==> src/rtl/video_mode_sequencer.sv <==
`default_nettype none
// ============================================================================
//  Module   : video_mode_sequencer
//  Purpose  : Frame-synchronous controller for the video pipeline mode bits.
//             Configuration writes are held as a pending set and are applied
//             only at a VSync leading edge, so a mode never changes in the
//             middle of a frame. A change to any sync-retiming ("hard") field
//             also blanks the picture for MUTE_FRAMES frames while the
//             monitor resynchronises. If VSync stops, a timeout counter
//             stands in for the missing edge.
//  Revision : 1.0  initial release
// ----------------------------------------------------------------------------
//  Ports
//    clk_sys             in   master clock, rising edge
//    reset_n             in   asynchronous active-low reset
//    VSync               in   core vertical sync, active level VS_POL
//    cfg_wr              in   one-cycle strobe, samples every cfg_* input
//    cfg_scanlines[1:0]  in   requested scanline mode            (soft)
//    cfg_sd_disable      in   requested scandoubler bypass       (hard)
//    cfg_no_csync        in   requested csync disable            (hard)
//    cfg_ypbpr           in   requested YPbPr output             (hard)
//    cfg_blend           in   requested blend                    (soft)
//    cfg_rotate[1:0]     in   requested OSD rotation             (soft)
//    scanlines .. rotate out  applied mode values
//    video_mute          out  1 = downstream forces RGB to 0
//    busy                out  1 while a change is pending or mute is active
//    vs_timeout          out  one-cycle pulse when a timeout replaced VSync
// ============================================================================
module video_mode_sequencer #(
    parameter int   MUTE_FRAMES = 4,
    parameter logic VS_POL      = 1'b0,
    parameter int   TO_WIDTH    = 22
) (
    input  logic       clk_sys,
    input  logic       reset_n,
    input  logic       VSync,
    input  logic       cfg_wr,
    input  logic [1:0] cfg_scanlines,
    input  logic       cfg_sd_disable,
    input  logic       cfg_no_csync,
    input  logic       cfg_ypbpr,
    input  logic       cfg_blend,
    input  logic [1:0] cfg_rotate,
    output logic [1:0] scanlines,
    output logic       scandoubler_disable,
    output logic       no_csync,
    output logic       ypbpr,
    output logic       blend,
    output logic [1:0] rotate,
    output logic       video_mute,
    output logic       busy,
    output logic       vs_timeout
);

    // Frame counter must hold MUTE_FRAMES; keep at least one bit when muting
    // is disabled so the declaration stays legal.
    localparam int             c_fc_w       = (MUTE_FRAMES > 0) ? $clog2(MUTE_FRAMES + 1) : 1;
    localparam logic [c_fc_w-1:0] c_mute_init = c_fc_w'(MUTE_FRAMES);
    localparam logic [c_fc_w-1:0] c_fc_one    = c_fc_w'(1);
    localparam logic           c_has_mute   = (MUTE_FRAMES > 0);

    typedef enum logic [1:0] {
        c_IDLE    = 2'd0,
        c_WAIT_VS = 2'd1,
        c_MUTE    = 2'd2
    } state_t;

    // Mode set packing: [7:6] scanlines, [5] sd_disable, [4] no_csync,
    // [3] ypbpr, [2] blend, [1:0] rotate. Bits [5:3] are the hard fields.
    logic [7:0]          w_cfg_set;
    logic [7:0]          r_applied;
    logic [7:0]          r_pend_set;
    logic                r_pend;

    state_t              r_state;
    state_t              w_state_next;

    logic                r_vs_d;
    logic                w_vs_edge;
    logic [TO_WIDTH-1:0] r_to_cnt;
    logic                w_to_full;
    logic                w_tick;
    logic                w_timeout;
    logic                w_enter_wait;

    logic [c_fc_w-1:0]   r_frame_cnt;
    logic                r_mute;
    logic                r_vs_timeout;

    logic                w_hard_diff;
    logic                w_apply;
    logic                w_mute_set;
    logic                w_mute_clr;

    assign w_cfg_set = {cfg_scanlines, cfg_sd_disable, cfg_no_csync,
                        cfg_ypbpr, cfg_blend, cfg_rotate};

    // ------------------------------------------------------------------
    // Frame tick: a real VSync leading edge, or the watchdog running out.
    // ------------------------------------------------------------------
    assign w_vs_edge    = (VSync == VS_POL) && (r_vs_d != VS_POL);
    assign w_to_full    = &r_to_cnt;
    assign w_tick       = w_vs_edge | w_to_full;
    assign w_timeout    = w_to_full & ~w_vs_edge & (r_state != c_IDLE);
    assign w_enter_wait = (r_state == c_IDLE) && r_pend;

    assign w_hard_diff  = (r_pend_set[5:3] != r_applied[5:3]);

    always_ff @(posedge clk_sys or negedge reset_n) begin
        if (!reset_n) begin
            r_vs_d       <= VS_POL;
            r_to_cnt     <= '0;
            r_vs_timeout <= 1'b0;
        end else begin
            r_vs_d       <= VSync;
            r_vs_timeout <= w_timeout;
            // All-ones wraps to zero by the increment itself, which is what
            // restarts the count after a timeout-driven tick.
            if (w_vs_edge || w_enter_wait) begin
                r_to_cnt <= '0;
            end else if (r_state != c_IDLE) begin
                r_to_cnt <= r_to_cnt + 1'b1;
            end
        end
    end

    // ------------------------------------------------------------------
    // Sequencer FSM
    // ------------------------------------------------------------------
    always_ff @(posedge clk_sys or negedge reset_n) begin
        if (!reset_n) begin
            r_state <= c_IDLE;
        end else begin
            r_state <= w_state_next;
        end
    end

    always_comb begin
        w_state_next = r_state;
        w_apply      = 1'b0;
        w_mute_set   = 1'b0;
        w_mute_clr   = 1'b0;
        case (r_state)
            c_IDLE: begin
                if (r_pend) begin
                    w_state_next = c_WAIT_VS;
                end
            end
            c_WAIT_VS: begin
                if (w_tick) begin
                    w_apply = 1'b1;
                    if (c_has_mute && w_hard_diff) begin
                        w_mute_set   = 1'b1;
                        w_state_next = c_MUTE;
                    end else begin
                        w_state_next = c_IDLE;
                    end
                end
            end
            c_MUTE: begin
                if (w_tick && (r_frame_cnt == c_fc_one)) begin
                    w_mute_clr   = 1'b1;
                    w_state_next = c_IDLE;
                end
            end
            default: begin
                w_state_next = c_IDLE;
            end
        endcase
    end

    // ------------------------------------------------------------------
    // Pending / applied sets, mute frame counter
    // ------------------------------------------------------------------
    always_ff @(posedge clk_sys or negedge reset_n) begin
        if (!reset_n) begin
            r_pend_set  <= '0;
            r_pend      <= 1'b0;
            r_applied   <= '0;
            r_frame_cnt <= '0;
            r_mute      <= 1'b0;
        end else begin
            // A write landing on the apply tick wins over the clear, so the
            // newer request survives and is handled on the next pass.
            if (cfg_wr) begin
                r_pend_set <= w_cfg_set;
                r_pend     <= !((r_state == c_IDLE) && (w_cfg_set == r_applied));
            end else if (w_apply) begin
                r_pend     <= 1'b0;
            end

            if (w_apply) begin
                r_applied <= r_pend_set;
            end

            if (w_mute_set) begin
                r_frame_cnt <= c_mute_init;
            end else if ((r_state == c_MUTE) && w_tick) begin
                r_frame_cnt <= r_frame_cnt - 1'b1;
            end

            if (w_mute_set) begin
                r_mute <= 1'b1;
            end else if (w_mute_clr) begin
                r_mute <= 1'b0;
            end
        end
    end

    assign scanlines           = r_applied[7:6];
    assign scandoubler_disable = r_applied[5];
    assign no_csync            = r_applied[4];
    assign ypbpr               = r_applied[3];
    assign blend               = r_applied[2];
    assign rotate              = r_applied[1:0];
    assign video_mute          = r_mute;
    assign busy                = (r_state != c_IDLE) | r_pend;
    assign vs_timeout          = r_vs_timeout;

endmodule
`default_nettype wire
==> config.mk <==
export PLATFORM = sky130hd
export DESIGN_NAME = video_mode_sequencer
export DESIGN_NICKNAME = d
export VERILOG_FILES = /design/src/rtl/video_mode_sequencer.sv
export SDC_FILE = /design/constraint.sdc
export NUM_CORES = 1
export LEC_CHECK = 0
export BUFFER_PORTS_ARGS = -buffer_cell sky130_fd_sc_hd__buf_2
export CAP_MARGIN = 10
export CORE_ASPECT_RATIO = 1.4
export CORE_UTILIZATION = 39
export DETAILED_ROUTE_END_ITERATION = 7
export GPL_TIMING_DRIVEN = 0
export HOLD_SLACK_MARGIN = 0.06
export PLACE_DENSITY = 0.65
export SETUP_SLACK_MARGIN = 0.05
export SLEW_MARGIN = 20
export SYNTH_ARGS = -nofsm -noshare
export SYNTH_HDL_FRONTEND = slang
export SYNTH_SLANG_ARGS = --single-unit
export TNS_END_PERCENT = 100
==> constraint.sdc <==
create_clock -name clk_sys -period 2.8 [get_ports clk_sys]
set_input_delay 0.28 -clock clk_sys [delete_from_list [all_inputs] [get_ports clk_sys]]
set_output_delay 0.28 -clock clk_sys [all_outputs]
set_load 0.05 [all_outputs]
==> summary.txt <==
status -> finished clean
Max FO, Critical Path -> 10
met3 GRT Util -> 3.90%
critical path class -> register to register
Hold/Removal Path Class -> primary input to register
Boundary Pins -> 23
Post-Route WL -> 4060 um
largest net degree at the start of global routing -> 48
DRC -> 0
CP most frequent cell -> buf_2
Routed Antenna Nets -> 0
Filler Cell Count -> 554
global route hottest layer -> met2
Antenna diodes -> 0
setup tns final -> 0 ns
Max Slew Vio Count -> 0
Fin. Hold Viols -> 0
count leader, synth -> dfrtp_1
Tot Pwr -> 2.25 mW
1st-pass router iterations -> 4
Fin Clk Skew -> 0.00475 ns
number of synthesized flops with an enable pin -> 0
asr flop ratio synth -> 100%
P&R area growth vs syn -> 14.7%
via count of the routed design -> 1,582
Hold WS -> 0.109 ns
DIE WIDTH -> 67.0 um
CTS Root Cell -> clkbuf_8
Yosys top cell by area -> dfrtp_1
Initial Util -> 41.1%
worst skew pair latency -> 0.30 ns
Final GP Congestion -> 0.807
drt wl/cell -> 13.2 um
TritonCTS clock tree -> yes
Mapped Nets -> 225
Primary FF master, synth -> dfrtp_1
FF/Latch Area -> 1180 um^2
synth cell count leaders -> dfrtp_1 (47), xor2_1 (27), nor2_1 (25)
GRT Util Overall -> 14.8%
H-tree levels -> 2
Avg Synthesized Cell Area -> 11.0 um^2
clock buffer depth -> 2
routed vias/inst -> 5.14
YS warnings -> 0
synth unique cells -> 35
GRT overflow -> 0
final worst slack -> 0.559 ns
CTS buffer count -> 5
crit start category -> register
PD cells -> 851 nW/um^2
Synth area leaders -> dfrtp_1 (51%), xor2_1 (10%), mux2_4 (5.2%), nor2_1 (4.1%), mux2_2 (3.9%)
crit-path max cell delay -> 0.48 ns
share of layout cells above drive strength 1 -> 21.7%
row count -> 32
M2 GR Usage -> 25.6%
Worst-Margin Slew -> 0.967 ns
Worst setup EP type -> register
Max VDD drop -> 568 uV
Nets -> 254
First DRT Iteration DRCs -> 67
die extent in y -> 93.0 um
met1 global-route usage -> 18.2%
Min Clock Period, post-route -> 2.24 ns
mapped cell area -> 2310 um^2
post-synthesis sequential area ratio -> 51.0%
initial antenna violation count -> 0
DIE AREA -> 6230 um^2
final number of setup-violating endpoints -> 0
CP cell instances -> buf_2, nand3_1, nor4_4, a41oi_1, buf_2, nor3_1, a2111oi_0
core area -> 5610 um^2
fmax -> 446 MHz
first-pass GRT wire length -> 7070 um
multi-input logic area -> 1070 um^2
setup slack at placement -> 0.553 ns
RSZ-0062 raised after global routing -> no
HPWL Detailed -> 2870 um
Slew headroom -> 35.1%
top cell type's share of synthesized area -> 51.0%
Num Clock Sinks -> 47
cells after synthesis -> 210
Max Cap Viol -> 0
Critical Path RT -> 2.95 ns
vias in the first global route -> 1,599
PortBufs -> 21
Slowest-stage cell, CP -> nor3_1
leakage -> 1.18 nW
flops & latches, synth -> 47
clock transition at the registers of the reported paths -> 0.08 ns
final cycle utilization of the critical path -> 80.0%
Worst EP arrival -> 2.39 ns
stage by stage:
stage          instances  area [um^2]  util (%)
2_1_floorplan        210         2310         -
3_3_place_gp         299         2500      44.5
3_5_place_dp         299         2500      44.5
4_1_cts              307         2630      47.0
5_1_grt              308         2650      47.2
6_report             308         2650      47.2
state kept, by name (all words and copies together) (netlist names):
| signal | count |
|---|---|
| r_applied | 8 |
| vs_timeout | 1 |
| r_frame_cnt | 3 |
| video_mute | 1 |
| r_pend_set | 8 |
| r_vs_d | 1 |
| r_to_cnt | 22 |
| r_pend | 1 |
| r_state | 2 |
power breakdown:
| group | switching (mW) | internal (mW) | total (mW) |
|---|---|---|---|
| combinational | 0.501 | 0.273 | 0.774 |
| sequential | 0.110 | 0.788 | 0.898 |
| clock | 0.225 | 0.356 | 0.580 |
| total | 0.836 | 1.42 | 2.25 |
worst max-delay path, delay by kind of cell (launching register included):
kind / cells / cell delay [ns]
compound gates: 2 / 0.36
buf+inv: 2 / 0.40
flops: 1 / 0.32
simple gates: 3 / 1.01
cells by family (layout without fill, tap and decap cells):
family	count (synthesis)	after routing	synth area share [%]
AOI/OAI and AO/OA	17	17	5.53
xor gates and xnor gates	31	31	11.8
adders and majority gates	3	3	1.63
buffers and inverters	14	44	2.77
DFF	47	47	51.0
muxes	16	16	9.12
and+or+nand+nor	82	82	18.2
cell usage in the layout (no fill, tap or decap), types with 2 or more instances in the layout:
cell type	instances
dfrtp_1	47
xor2_1	27
nor2_1	25
buf_2	23
nand2_1	14
nand4_1	11
nand3_1	9
mux2_4	8
mux2_2	8
inv_1	7
nor3_1	7
clkbuf_8	5
xnor2_1	4
a21oi_1	4
nand2b_1	3
clkbuf_1	3
nor4_1	3
ha_1	3
nor2b_1	2
nand3b_1	2
a211oi_1	2
nor3b_1	2
a2111oi_0	2
o21ai_0	2
bufinv_16	2
final timing paths:
path	from	to	slack (ns)	cells past startpoint
worst max register to register	r_to_cnt[8]	r_frame_cnt[1]	0.56	7
worst min-delay path	VSync	r_vs_d	0.11	1
worst min register to register	video_mute	video_mute	0.51	2
worst max-delay path	r_to_cnt[8]	r_frame_cnt[1]	0.56	7
max in group asynchronous	reset_n	r_to_cnt[12]	1.87	2
min in group asynchronous	reset_n	r_to_cnt[0]	0.52	2
routing by layer:
metal / vias up / share of wire, %
li1: 783 / -
met1: 772 / 47
met2: 24 / 49
met3: 3 / 3.4
met4: 0 / 0.76
met5: - / 0
final cells by class:
cell class | count | share of cell area, %
multi-input combinational | 149 | 40.3
buffer | 7 | 1.42
clock inverter | 3 | 2.55
timing repair buffer | 22 | 4.45
sequential | 47 | 44.5
tap | 68 | 3.22
inverter | 7 | 0.993
clock buffer | 5 | 2.60
repair_timing:
| item | CTS | global route |
|---|---|---|
| endpoints found under the hold margin | 0 | 47 |
| resized for setup | 0 | 0 |
| setup buffers | 0 | 0 |
| hold buffers | 0 | 1 |
Power figures use the tool's default switching activity.
